$ cat src/rtl/imem_loader_pkg.sv
// Shared types and constants for the instruction-memory loader.
// The state enum and framing constants are used by the top FSM and the byte packer.
package imem_loader_pkg;

   typedef enum logic [2:0] {
      ST_IDLE,
      ST_HDR0,
      ST_HDR1,
      ST_DATA,
      ST_DONE,
      ST_ERR
   } state_e;

   localparam int LP_HDR_BYTES      = 2;
   localparam int LP_BYTES_PER_WORD = 4;
   localparam int LP_WORD_WIDTH     = 8 * LP_BYTES_PER_WORD;
   localparam int LP_BIDX_WIDTH     = $clog2(LP_BYTES_PER_WORD);

   function automatic logic is_busy(input state_e s);
      return (s == ST_HDR0) || (s == ST_HDR1) || (s == ST_DATA);
   endfunction

endpackage

$ cat src/rtl/imem_loader_byte_packer.sv
// Little-endian byte-to-word assembler: the first byte of each word lands in bits [7:0].
// ocomplete fires combinationally on the transfer that supplies the last byte of a word.
module byte_packer
   import imem_loader_pkg::*;
(
   input  logic                     iclk,
   input  logic                     irst_n,
   input  logic                     iclear,
   input  logic                     ien,
   input  logic [7:0]               ibyte,
   output logic [LP_WORD_WIDTH-1:0] oword,
   output logic                     ocomplete
);

   logic [LP_BIDX_WIDTH-1:0] idx_q, idx_d;
   logic [LP_WORD_WIDTH-1:0] word_q, word_d;
   logic [LP_WORD_WIDTH-1:0] assembled;

   // assembled already contains the incoming byte so the completed word is usable in the same cycle
   always_comb begin
      assembled = word_q;
      assembled[{idx_q, 3'b000} +: 8] = ibyte;
      idx_d  = idx_q;
      word_d = word_q;
      if (iclear) begin
         idx_d  = '0;
         word_d = '0;
      end else if (ien) begin
         idx_d  = idx_q + 1'b1;
         word_d = assembled;
      end
   end

   assign oword     = assembled;
   assign ocomplete = ien && !iclear && (idx_q == LP_BIDX_WIDTH'(LP_BYTES_PER_WORD - 1));

   always_ff @(posedge iclk or negedge irst_n) begin
      if (!irst_n) begin
         idx_q  <= '0;
         word_q <= '0;
      end else begin
         idx_q  <= idx_d;
         word_q <= word_d;
      end
   end

endmodule

$ cat src/rtl/imem_loader.sv
// Streams a length-prefixed byte image into instruction memory while holding the core in reset.
// Header is a 16-bit little-endian word count; each word is written one cycle after its last byte.
module imem_loader
   import imem_loader_pkg::*;
#(
   parameter int MP_DATA_WIDTH = 32,
   parameter int MP_ADDR_WIDTH = 8
) (
   input  logic                     iclk,
   input  logic                     irst_n,
   input  logic                     istart,
   input  logic                     iabort,
   input  logic [7:0]               ibyte,
   input  logic                     ibyte_valid,
   output logic                     obyte_ready,
   output logic                     owe,
   output logic [MP_DATA_WIDTH-1:0] owaddr,
   output logic [MP_DATA_WIDTH-1:0] owdata,
   output logic                     obusy,
   output logic                     ocore_hold,
   output logic                     odone,
   output logic                     oerr
);

   localparam logic [16:0] LP_MAX_WORDS = 17'(2 ** MP_ADDR_WIDTH);

   state_e                   state_q, state_d;
   logic [7:0]               n_lo_q, n_lo_d;
   logic [15:0]              n_q, n_d;
   logic [15:0]              word_idx_q, word_idx_d;
   logic                     last_pend_q, last_pend_d;
   logic                     owe_q, owe_d;
   logic [MP_DATA_WIDTH-1:0] owaddr_q, owaddr_d;
   logic [MP_DATA_WIDTH-1:0] owdata_q, owdata_d;
   logic                     obusy_q, obusy_d;
   logic                     odone_q, odone_d;
   logic                     oerr_q, oerr_d;
   logic                     ready_q, ready_d;

   logic                     xfer;
   logic                     abort_now;
   logic                     start_ok;
   logic [15:0]              n_full;
   logic                     pk_clear;
   logic                     pk_en;
   logic [LP_WORD_WIDTH-1:0] pk_word;
   logic                     pk_complete;

   assign xfer      = ibyte_valid && ready_q;
   assign abort_now = iabort && is_busy(state_q);
   assign start_ok  = istart && !iabort &&
                      ((state_q == ST_IDLE) || (state_q == ST_DONE) || (state_q == ST_ERR));
   assign n_full    = {ibyte, n_lo_q};
   assign pk_clear  = start_ok || abort_now;
   assign pk_en     = xfer && (state_q == ST_DATA) && !abort_now;

   byte_packer u_packer (
      .iclk      (iclk),
      .irst_n    (irst_n),
      .iclear    (pk_clear),
      .ien       (pk_en),
      .ibyte     (ibyte),
      .oword     (pk_word),
      .ocomplete (pk_complete)
   );

   // The last word's write cycle stays in DATA with last_pend set, so obusy covers it but no byte is accepted
   always_comb begin
      state_d     = state_q;
      n_lo_d      = n_lo_q;
      n_d         = n_q;
      word_idx_d  = word_idx_q;
      last_pend_d = last_pend_q;
      owe_d       = 1'b0;
      owaddr_d    = owaddr_q;
      owdata_d    = owdata_q;
      odone_d     = odone_q;
      oerr_d      = oerr_q;

      if (abort_now) begin
         state_d     = ST_IDLE;
         last_pend_d = 1'b0;
         odone_d     = 1'b0;
         oerr_d      = 1'b0;
      end else begin
         case (state_q)
            ST_IDLE, ST_DONE, ST_ERR: begin
               if (start_ok) begin
                  state_d     = ST_HDR0;
                  n_lo_d      = '0;
                  n_d         = '0;
                  word_idx_d  = '0;
                  last_pend_d = 1'b0;
                  odone_d     = 1'b0;
                  oerr_d      = 1'b0;
               end
            end
            ST_HDR0: begin
               if (xfer) begin
                  n_lo_d  = ibyte;
                  state_d = ST_HDR1;
               end
            end
            ST_HDR1: begin
               if (xfer) begin
                  n_d = n_full;
                  if ((n_full == 16'd0) || ({1'b0, n_full} > LP_MAX_WORDS)) begin
                     state_d = ST_ERR;
                     oerr_d  = 1'b1;
                  end else begin
                     state_d = ST_DATA;
                  end
               end
            end
            ST_DATA: begin
               if (last_pend_q) begin
                  last_pend_d = 1'b0;
                  state_d     = ST_DONE;
                  odone_d     = 1'b1;
               end else if (pk_complete) begin
                  owe_d      = 1'b1;
                  owaddr_d   = MP_DATA_WIDTH'({word_idx_q[MP_ADDR_WIDTH-1:0], 2'b00});
                  owdata_d   = MP_DATA_WIDTH'(pk_word);
                  word_idx_d = word_idx_q + 16'd1;
                  if (word_idx_q == n_q - 16'd1) begin
                     last_pend_d = 1'b1;
                  end
               end
            end
            default: state_d = ST_IDLE;
         endcase
      end

      obusy_d = is_busy(state_d);
      ready_d = obusy_d && !last_pend_d;
   end

   always_ff @(posedge iclk or negedge irst_n) begin
      if (!irst_n) begin
         state_q     <= ST_IDLE;
         n_lo_q      <= '0;
         n_q         <= '0;
         word_idx_q  <= '0;
         last_pend_q <= 1'b0;
         owe_q       <= 1'b0;
         owaddr_q    <= '0;
         owdata_q    <= '0;
         obusy_q     <= 1'b0;
         odone_q     <= 1'b0;
         oerr_q      <= 1'b0;
         ready_q     <= 1'b0;
      end else begin
         state_q     <= state_d;
         n_lo_q      <= n_lo_d;
         n_q         <= n_d;
         word_idx_q  <= word_idx_d;
         last_pend_q <= last_pend_d;
         owe_q       <= owe_d;
         owaddr_q    <= owaddr_d;
         owdata_q    <= owdata_d;
         obusy_q     <= obusy_d;
         odone_q     <= odone_d;
         oerr_q      <= oerr_d;
         ready_q     <= ready_d;
      end
   end

   assign obyte_ready = ready_q;
   assign owe         = owe_q;
   assign owaddr      = owaddr_q;
   assign owdata      = owdata_q;
   assign obusy       = obusy_q;
   assign ocore_hold  = obusy_q;
   assign odone       = odone_q;
   assign oerr        = oerr_q;

endmodule

$ cat config.mk
export PLATFORM = sky130hd
export DESIGN_NAME = imem_loader
export DESIGN_NICKNAME = d
export VERILOG_FILES = /design/src/rtl/imem_loader_pkg.sv /design/src/rtl/imem_loader_byte_packer.sv /design/src/rtl/imem_loader.sv
export SDC_FILE = /design/constraint.sdc
export NUM_CORES = 1
export LEC_CHECK = 0
export BUFFER_PORTS_ARGS = -buffer_cell sky130_fd_sc_hd__buf_2
export CORE_AREA = 2 2 121 123
export DETAILED_ROUTE_END_ITERATION = 8
export DIE_AREA = 0 0 123 125
export GPL_ROUTABILITY_DRIVEN = 0
export GPL_TIMING_DRIVEN = 0
export HOLD_SLACK_MARGIN = 0.15
export SLEW_MARGIN = 15
export SYNTH_ARGS = -nofsm -noshare
export SYNTH_HDL_FRONTEND = slang
export SYNTH_SLANG_ARGS = --single-unit
$ cat constraint.sdc
create_clock -name iclk -period 3.4 [get_ports iclk]
set_input_delay 0.17 -clock iclk [delete_from_list [all_inputs] [get_ports iclk]]
set_output_delay 0.17 -clock iclk [all_outputs]
set_load 0.02 [all_outputs]
After elaboration in Yosys (flattened, before gate mapping)
Index checks and enable logic that the tools add are counted.

storage, ports and cells
  bits of input ports = 13
  bits in registers = 123

cells by class
  add/subtract/negate cells = 4
  muxes and demuxes = 39
  reduce and logical (&&, ||, !) cells = 36
  shifts and indexed selects = 2
  eq/ne operators = 19
  magnitude comparators = 1
  bitwise gates (word level) = 2

operators by type and width
  cell                    count
  $mux 16                 4
  $mux 32                 2
  $pmux 16 s2             2
  $bwmux 32               1
  $shift 8x7->32 const A  1
  $shiftx 8x7->32         1
  $mux 3                  6
  $add 16x1->16 const B   1
  $eq 16x16->1            1
  $gt 16x9->1 const B     1
  $logic_not 16->1        1
  $mux 8                  2
  $pmux 8 s2              1
  $reduce_and 4->1        4
  $sub 16x1->16 const B   1
  $mux 1                  15
  $eq 3x2->1 const B      4
  $pmux 3 s4              1
  $ne 2x2->1 const B      5
  $logic_and 1x1->1       9
  $ne 3x3->1 const B      3
  $logic_or 1x1->1        8
  $reduce_bool 2->1       4
  $neg 5->7               1
  14 further kinds        24

Logic depth before layout (Yosys ltp)
  word-level depth = 14
  mapped depth = 9
  mapped depth without buffers = 8

Cells and area by module
Synthesis repeated with hierarchy kept, for this count alone.

second synthesis, totals
  cell total of the unflattened synthesis = 734
  area, all modules = 6515.0 µm²

modules (own cells, without submodules)
  module       cells an instance  sequential area each (µm²)  area an instance (µm²)  times used
  imem_loader  506                2227.1                      4521.8                  1
  byte_packer  228                850.8                       1993.2                  1

Worst setup path before layout
No wires, ideal clock.

  path kind = flip-flop to flip-flop
  from = register n_q[0]
  to = register ready_q, in the netlist obyte_ready
  cell stages (with the launch flop) = 9
  slack = 0.971 ns
  buffers on the path = 0
  period minus slack after synthesis = 2.429 ns
  data required time = 3.280 ns
  arrival = 2.309 ns
  path through = dfrtp_1 > inv_1 > ha_1 > or3b_1 > o31a_1 > xnor2_1 > a32oi_1 > or4b_1 > and3_1

between the ends
  longest elaborated chain between the ends = 9

RTL lines
  what                    line                text
  from (decl)             imem_loader.sv:29   logic [15:0] n_q, n_d;
  from (signal assigned)  imem_loader.sv:155  n_q <= n_d;
  $sub 16x1->16           imem_loader.sv:125  if (word_idx_q == n_q - 16'd1) begin
  $eq 16x16->1            imem_loader.sv:125
  $mux 1                  imem_loader.sv:125
  $mux 1                  imem_loader.sv:120  end else if (pk_complete) begin
  $mux 1                  imem_loader.sv:116  if (last_pend_q) begin
  $pmux 1 s2              imem_loader.sv:86   case (state_q)
  $mux 1                  imem_loader.sv:80   if (abort_now) begin
  $logic_not 1->1         imem_loader.sv:135  ready_d = obusy_d && !last_pend_d;
  $logic_and 1x1->1       imem_loader.sv:135
  named net ready_d       imem_loader.sv:38   logic ready_q, ready_d;
  to (signal assigned)    imem_loader.sv:164  ready_q <= ready_d;
  to (decl)               imem_loader.sv:38

The timed path passes the listed nets, and every way through them passes these cells.
A chain may end at the register's enable or synchronous reset.

Worst setup path in the final report
  from = input iabort
  to = register ready_q, in the netlist obyte_ready

between the ends
  longest elaborated chain between the ends = 13

RTL lines
  what                             line                           text
  from (decl)                      imem_loader.sv:12              input logic iabort,
  $logic_not 1->1                  imem_loader.sv:51              assign start_ok = istart && !iabort &&
  $logic_and 1x1->1 (2 in series)  imem_loader.sv:51
  $logic_or 1x1->1                 imem_loader.sv:54              assign pk_clear = start_ok || abort_now;
  $logic_not 1->1                  imem_loader_byte_packer.sv:35  assign ocomplete = ien && !iclear && (idx_q == LP_BIDX_WIDTH'(LP_BYTES_PER_WORD - 1));
  $logic_and 1x1->1 (2 in series)  imem_loader_byte_packer.sv:35
  $mux 1                           imem_loader.sv:120
  $mux 1                           imem_loader.sv:116
  $pmux 1 s2                       imem_loader.sv:86
  $mux 1                           imem_loader.sv:80
  $logic_not 1->1                  imem_loader.sv:135
  $logic_and 1x1->1 *              imem_loader.sv:135
  named net ready_d                imem_loader.sv:38

Mark *: on every way through the listed nets, which the timed path passes. The rest lies on a longest branch.

==> summary.txt <==
Floorplan
  – Row cnt: 44
  – I/O Pins: slightly above 80
  – Core Area: 0.0142 mm^2
  – Die Span X: 123 um
  – Overall die height: 125 um
  – Area of the die: approximately 0.015 mm^2
  – Effective utilization at floorplan: a little over two fifths

Final layout
  – Total Nets Final: roughly 800
  – Fraction of final layout cells with drive strength greater than 1: between 10% and 20%
  – Fraction of the core area covered by cells at the end of the flow: 53.2%
  – Antenna diode instance count: 0
  – Synth-to-layout area growth: 21.0%
  – Final-layout fill cell count: 1285

Routing
  – Remaining DRCs: 0
  – Number of violations reported at the end of detailed-routing iteration 0: 287
  – Detailed Route WL: between 15 and 20 mm
  – Average detailed-routed wire length per instance: 16.3 um
  – Total via count after detailed routing: between 5000 and 6000
  – Routed via count divided by cell count: 5.31
  – Drt pass-1 iters: 4
  – Final ANT Viol Nets: 0

Worst hold path
  – Worst min-delay path class: in2reg
  – Hold path startpoint: istart
  – Hold Crit Endpoint: n_q[7]
  – Worst hold path depth: 4

Clock network
  – Max Buffers Root-to-Sink: 2
  – Clock latency of the later-clocked register in the worst-skew pair: around 0.42 ns
  – CTS tree: built
  – Worst-path clk slew: 0.06 ns
  – Clock buffers created by TritonCTS: 17
  – Clock sink total: 123
  – Number of H-tree levels: 4
  – Setup Buffers After CTS: 0
  – CTS Root Buffer Type: sky130_fd_sc_hd__clkbuf_16

Critical path
  – Number of cells on the critical path: 9
  – R2R depth: 6
  – Crit Reg-Reg Endpoint: obyte_ready
  – Critical path required time: 3.71 ns
  – Slowest stage cell, crit path: sky130_fd_sc_hd__or4b_1
  – CP peak stage delay: 0.63 ns
  – Data arrival time at the worst-slack endpoint: slightly above 3 ns
  – Startpoint of the worst register-to-register path: n_q[7]
  – Worst path top cell family by delay: simple AND/OR/NAND/NOR gates
  – Worst-path cell chain: dlygate4sd3_1 -> buf_2 -> or2_4 -> or4_4 -> buf_6 -> nor4_2 -> nand4_1 -> or4b_1 -> and3_1
  – Worst setup EP type: flop
  – Crit path buf inv count: 3
  – Flop-to-flop setup slack: 0.65 ns
  – Kind of launch point of the worst setup path: primary input
  – Highest net fanout along the worst path: 9
  – Crit path kind: in2reg

STA
  – Shortest period the worst path allows: 2.80 ns
  – Endpoints failing setup: 0
  – Number of hold violations in the final report: 0
  – Fmax: 358 MHz
  – Worst slew margin: 33.6%
  – Worst hold-check slack: between 0.15 and 0.2 ns
  – Clock skew: 0.00700 ns
  – Slew Limit Fails: 0
  – Unrepaired setup endpoints after global routing: false
  – Setup TNS: 0 ns
  – Final Cycle Share: between 80 and 90%
  – Actual transition at the worst max-transition pin: roughly 0.99 ns
  – Final setup slack of the worst path: around 0.6 ns

Synth
  – Mapped Cells: 673
  – Cell accounting for the most synthesized area: sky130_fd_sc_hd__dfrtp_1
  – Syn_area_per_cell: around 9 um^2
  – Netlist cell types: around 60
  – Cell area after synthesis: 0.00624 mm^2
  – Most common flop cell mapped by yosys: sky130_fd_sc_hd__dfrtp_1
  – Most area-consuming cells after synthesis: sky130_fd_sc_hd__dfrtp_1 49%, sky130_fd_sc_hd__o21ai_0 5.3%, sky130_fd_sc_hd__a22o_1 4.6%
  – Synthesized flop and latch total: 123
  – Post-synth EDFFs: 0
  – Proportion of netlist area held by the largest area contributor: 49.3%
  – YS warnings: 0
  – Sequential cell area fraction in the yosys report: 49.3%
  – Share of flip-flops with an asynchronous set or reset after synthesis: 100%

Status
  – Outcome: completed

Power
  – Cell Pwr Density: 526 mW/mm^2
  – Highest ir drop seen on vdd: 0.368 mV
  – Leakage power summed over all cells: 3.60 nW

Global route
  – Global-route congestion overflow total: 0
  – Largest net degree at the start of global routing: 71
  – Number of global-route vias before repair: slightly above 5000
  – GR Util All Layers: 21.9%
  – Initial antenna violation count: 0
  – Global-route wire length before repair: about 26 mm

Flow run
  – # Max-Cap Violations: 0

Placement
  – Port Buf Inserts: 58
  – HPWL after DPL: around 11 mm
  – Worst-case setup slack after placement: 0.655 ns
[metrics by stage]
step           total power, mW  cells  cell area [um^2]
2_1_floorplan             1.87    696              6330
4_1_cts                   4.00    973              7550
3_5_place_dp              2.01    939              6880
5_1_grt                   4.13    973              7550
6_report                  3.97    973              7550
3_3_place_gp              2.00    938              6850
[Yosys cell counts (5+ instances only)]
library cell and instances:
sky130_fd_sc_hd__nand2b_1 5, sky130_fd_sc_hd__or4_1 5, sky130_fd_sc_hd__clkbuf_1 37, sky130_fd_sc_hd__a22o_1 33, sky130_fd_sc_hd__dfrtp_1 123, sky130_fd_sc_hd__xor2_1 14, sky130_fd_sc_hd__ha_1 7, sky130_fd_sc_hd__a21oi_1 38
sky130_fd_sc_hd__nor4_1 5, sky130_fd_sc_hd__nor3b_1 5, sky130_fd_sc_hd__and3_1 5, sky130_fd_sc_hd__nor2_1 34, sky130_fd_sc_hd__nor3_1 15, sky130_fd_sc_hd__nand3_1 34, sky130_fd_sc_hd__inv_1 32, sky130_fd_sc_hd__nand2_1 66
sky130_fd_sc_hd__nand4_1 9, sky130_fd_sc_hd__buf_4 25, sky130_fd_sc_hd__nor2b_1 35, sky130_fd_sc_hd__o21ai_0 66, sky130_fd_sc_hd__xnor2_1 18
[cell families after synthesis]
group	after synthesis	synth area share [%]
simple gates	240	20.0
mux	3	0.481
compound gates	166	16.6
flops	123	49.3
other cells	1	0.0601
fa+ha+maj	7	1.40
buf+inv	101	7.72
xor+xnor	32	4.49
[layer usage]
layer / track usage, % / part of all wire [%]
met5: 0 / 0
met4: 6.82 / 1.4
met1: 31.5 / 48
met2: 33.1 / 46
met3: 4.88 / 4.2
[sequential cells by signal (all words and copies together) (netlist names)]
signal           cells
owe                  1
n_lo_q               8
obyte_ready          1
n_q                 16
owaddr               8
state_q              3
u_packer.word_q     32
oerr                 1
odone                1
last_pend_q          1
u_packer.idx_q       2
obusy                1
owdata              32
word_idx_q          16
[worst reg2reg max path: cells and delay by family (launching register included)]
| kind | cells | cell delay [ns] |
|---|---|---|
| and+or+nand+nor | 4 | 1.81 |
| DFF | 1 | 0.48 |
| AOI/OAI and AO/OA | 2 | 0.37 |
[cell type report]
type                    count  area (um^2)  share of cell area, %
plain buffers              68          358                   4.74
clock buffers              26          519                   6.88
clock inverters             6          130                   1.72
inverters                  33          124                   1.64
multi-input cells         472         2770                   36.7
flip-flops and latches    123         3080                   40.8
well taps                 184          230                   3.05
repair buffers             61          344                   4.56
[worst max path at each step]
stage | start | endpoint | slack (ns)
final | iabort | obyte_ready | 0.60
after global placement | irst_n | u_packer.word_q[21] | 0.62
after floorplan | n_q[0] | obyte_ready | 0.97
after detailed placement | n_q[0] | obyte_ready | 0.66
after CTS | iabort | obyte_ready | 0.59
after global routing | state_q[2] | n_q[15] | 0.39
[cell usage in the layout (no fill, tap or decap), drive strengths merged, types with 4 or more instances in the layout]
cell    netlist  routed
conb          1      24
nor2         34      34
ha            7       7
a21oi        38      38
nand2b        5       5
a22o         33      33
dfrtp       123     123
inv          33      33
nor3         15      15
bufinv        0       4
xnor2        18      18
clkbuf       37      63
nor2b        35      35
nor3b         6       6
and3          5       5
nand4         9       9
buf          31      90
nand3        34      34
xor2         14      14
or4           6       6
o21ai        70      70
nand2        66      66
nor4          6       6
[timing repair]
item	4_1_cts	5_1_grt
hold buffers	2	0
endpoints found under the hold margin	54	0
resized for setup	0	0
[where the power goes]
part           internal (mW)  switching [mW]  total, mW
combinational          0.151           0.296      0.447
sequential              1.51          0.0398       1.55
clock                   1.34           0.632       1.97
total                   3.01           0.967       3.97
Note: power is estimated with default switching activity, not from simulation.
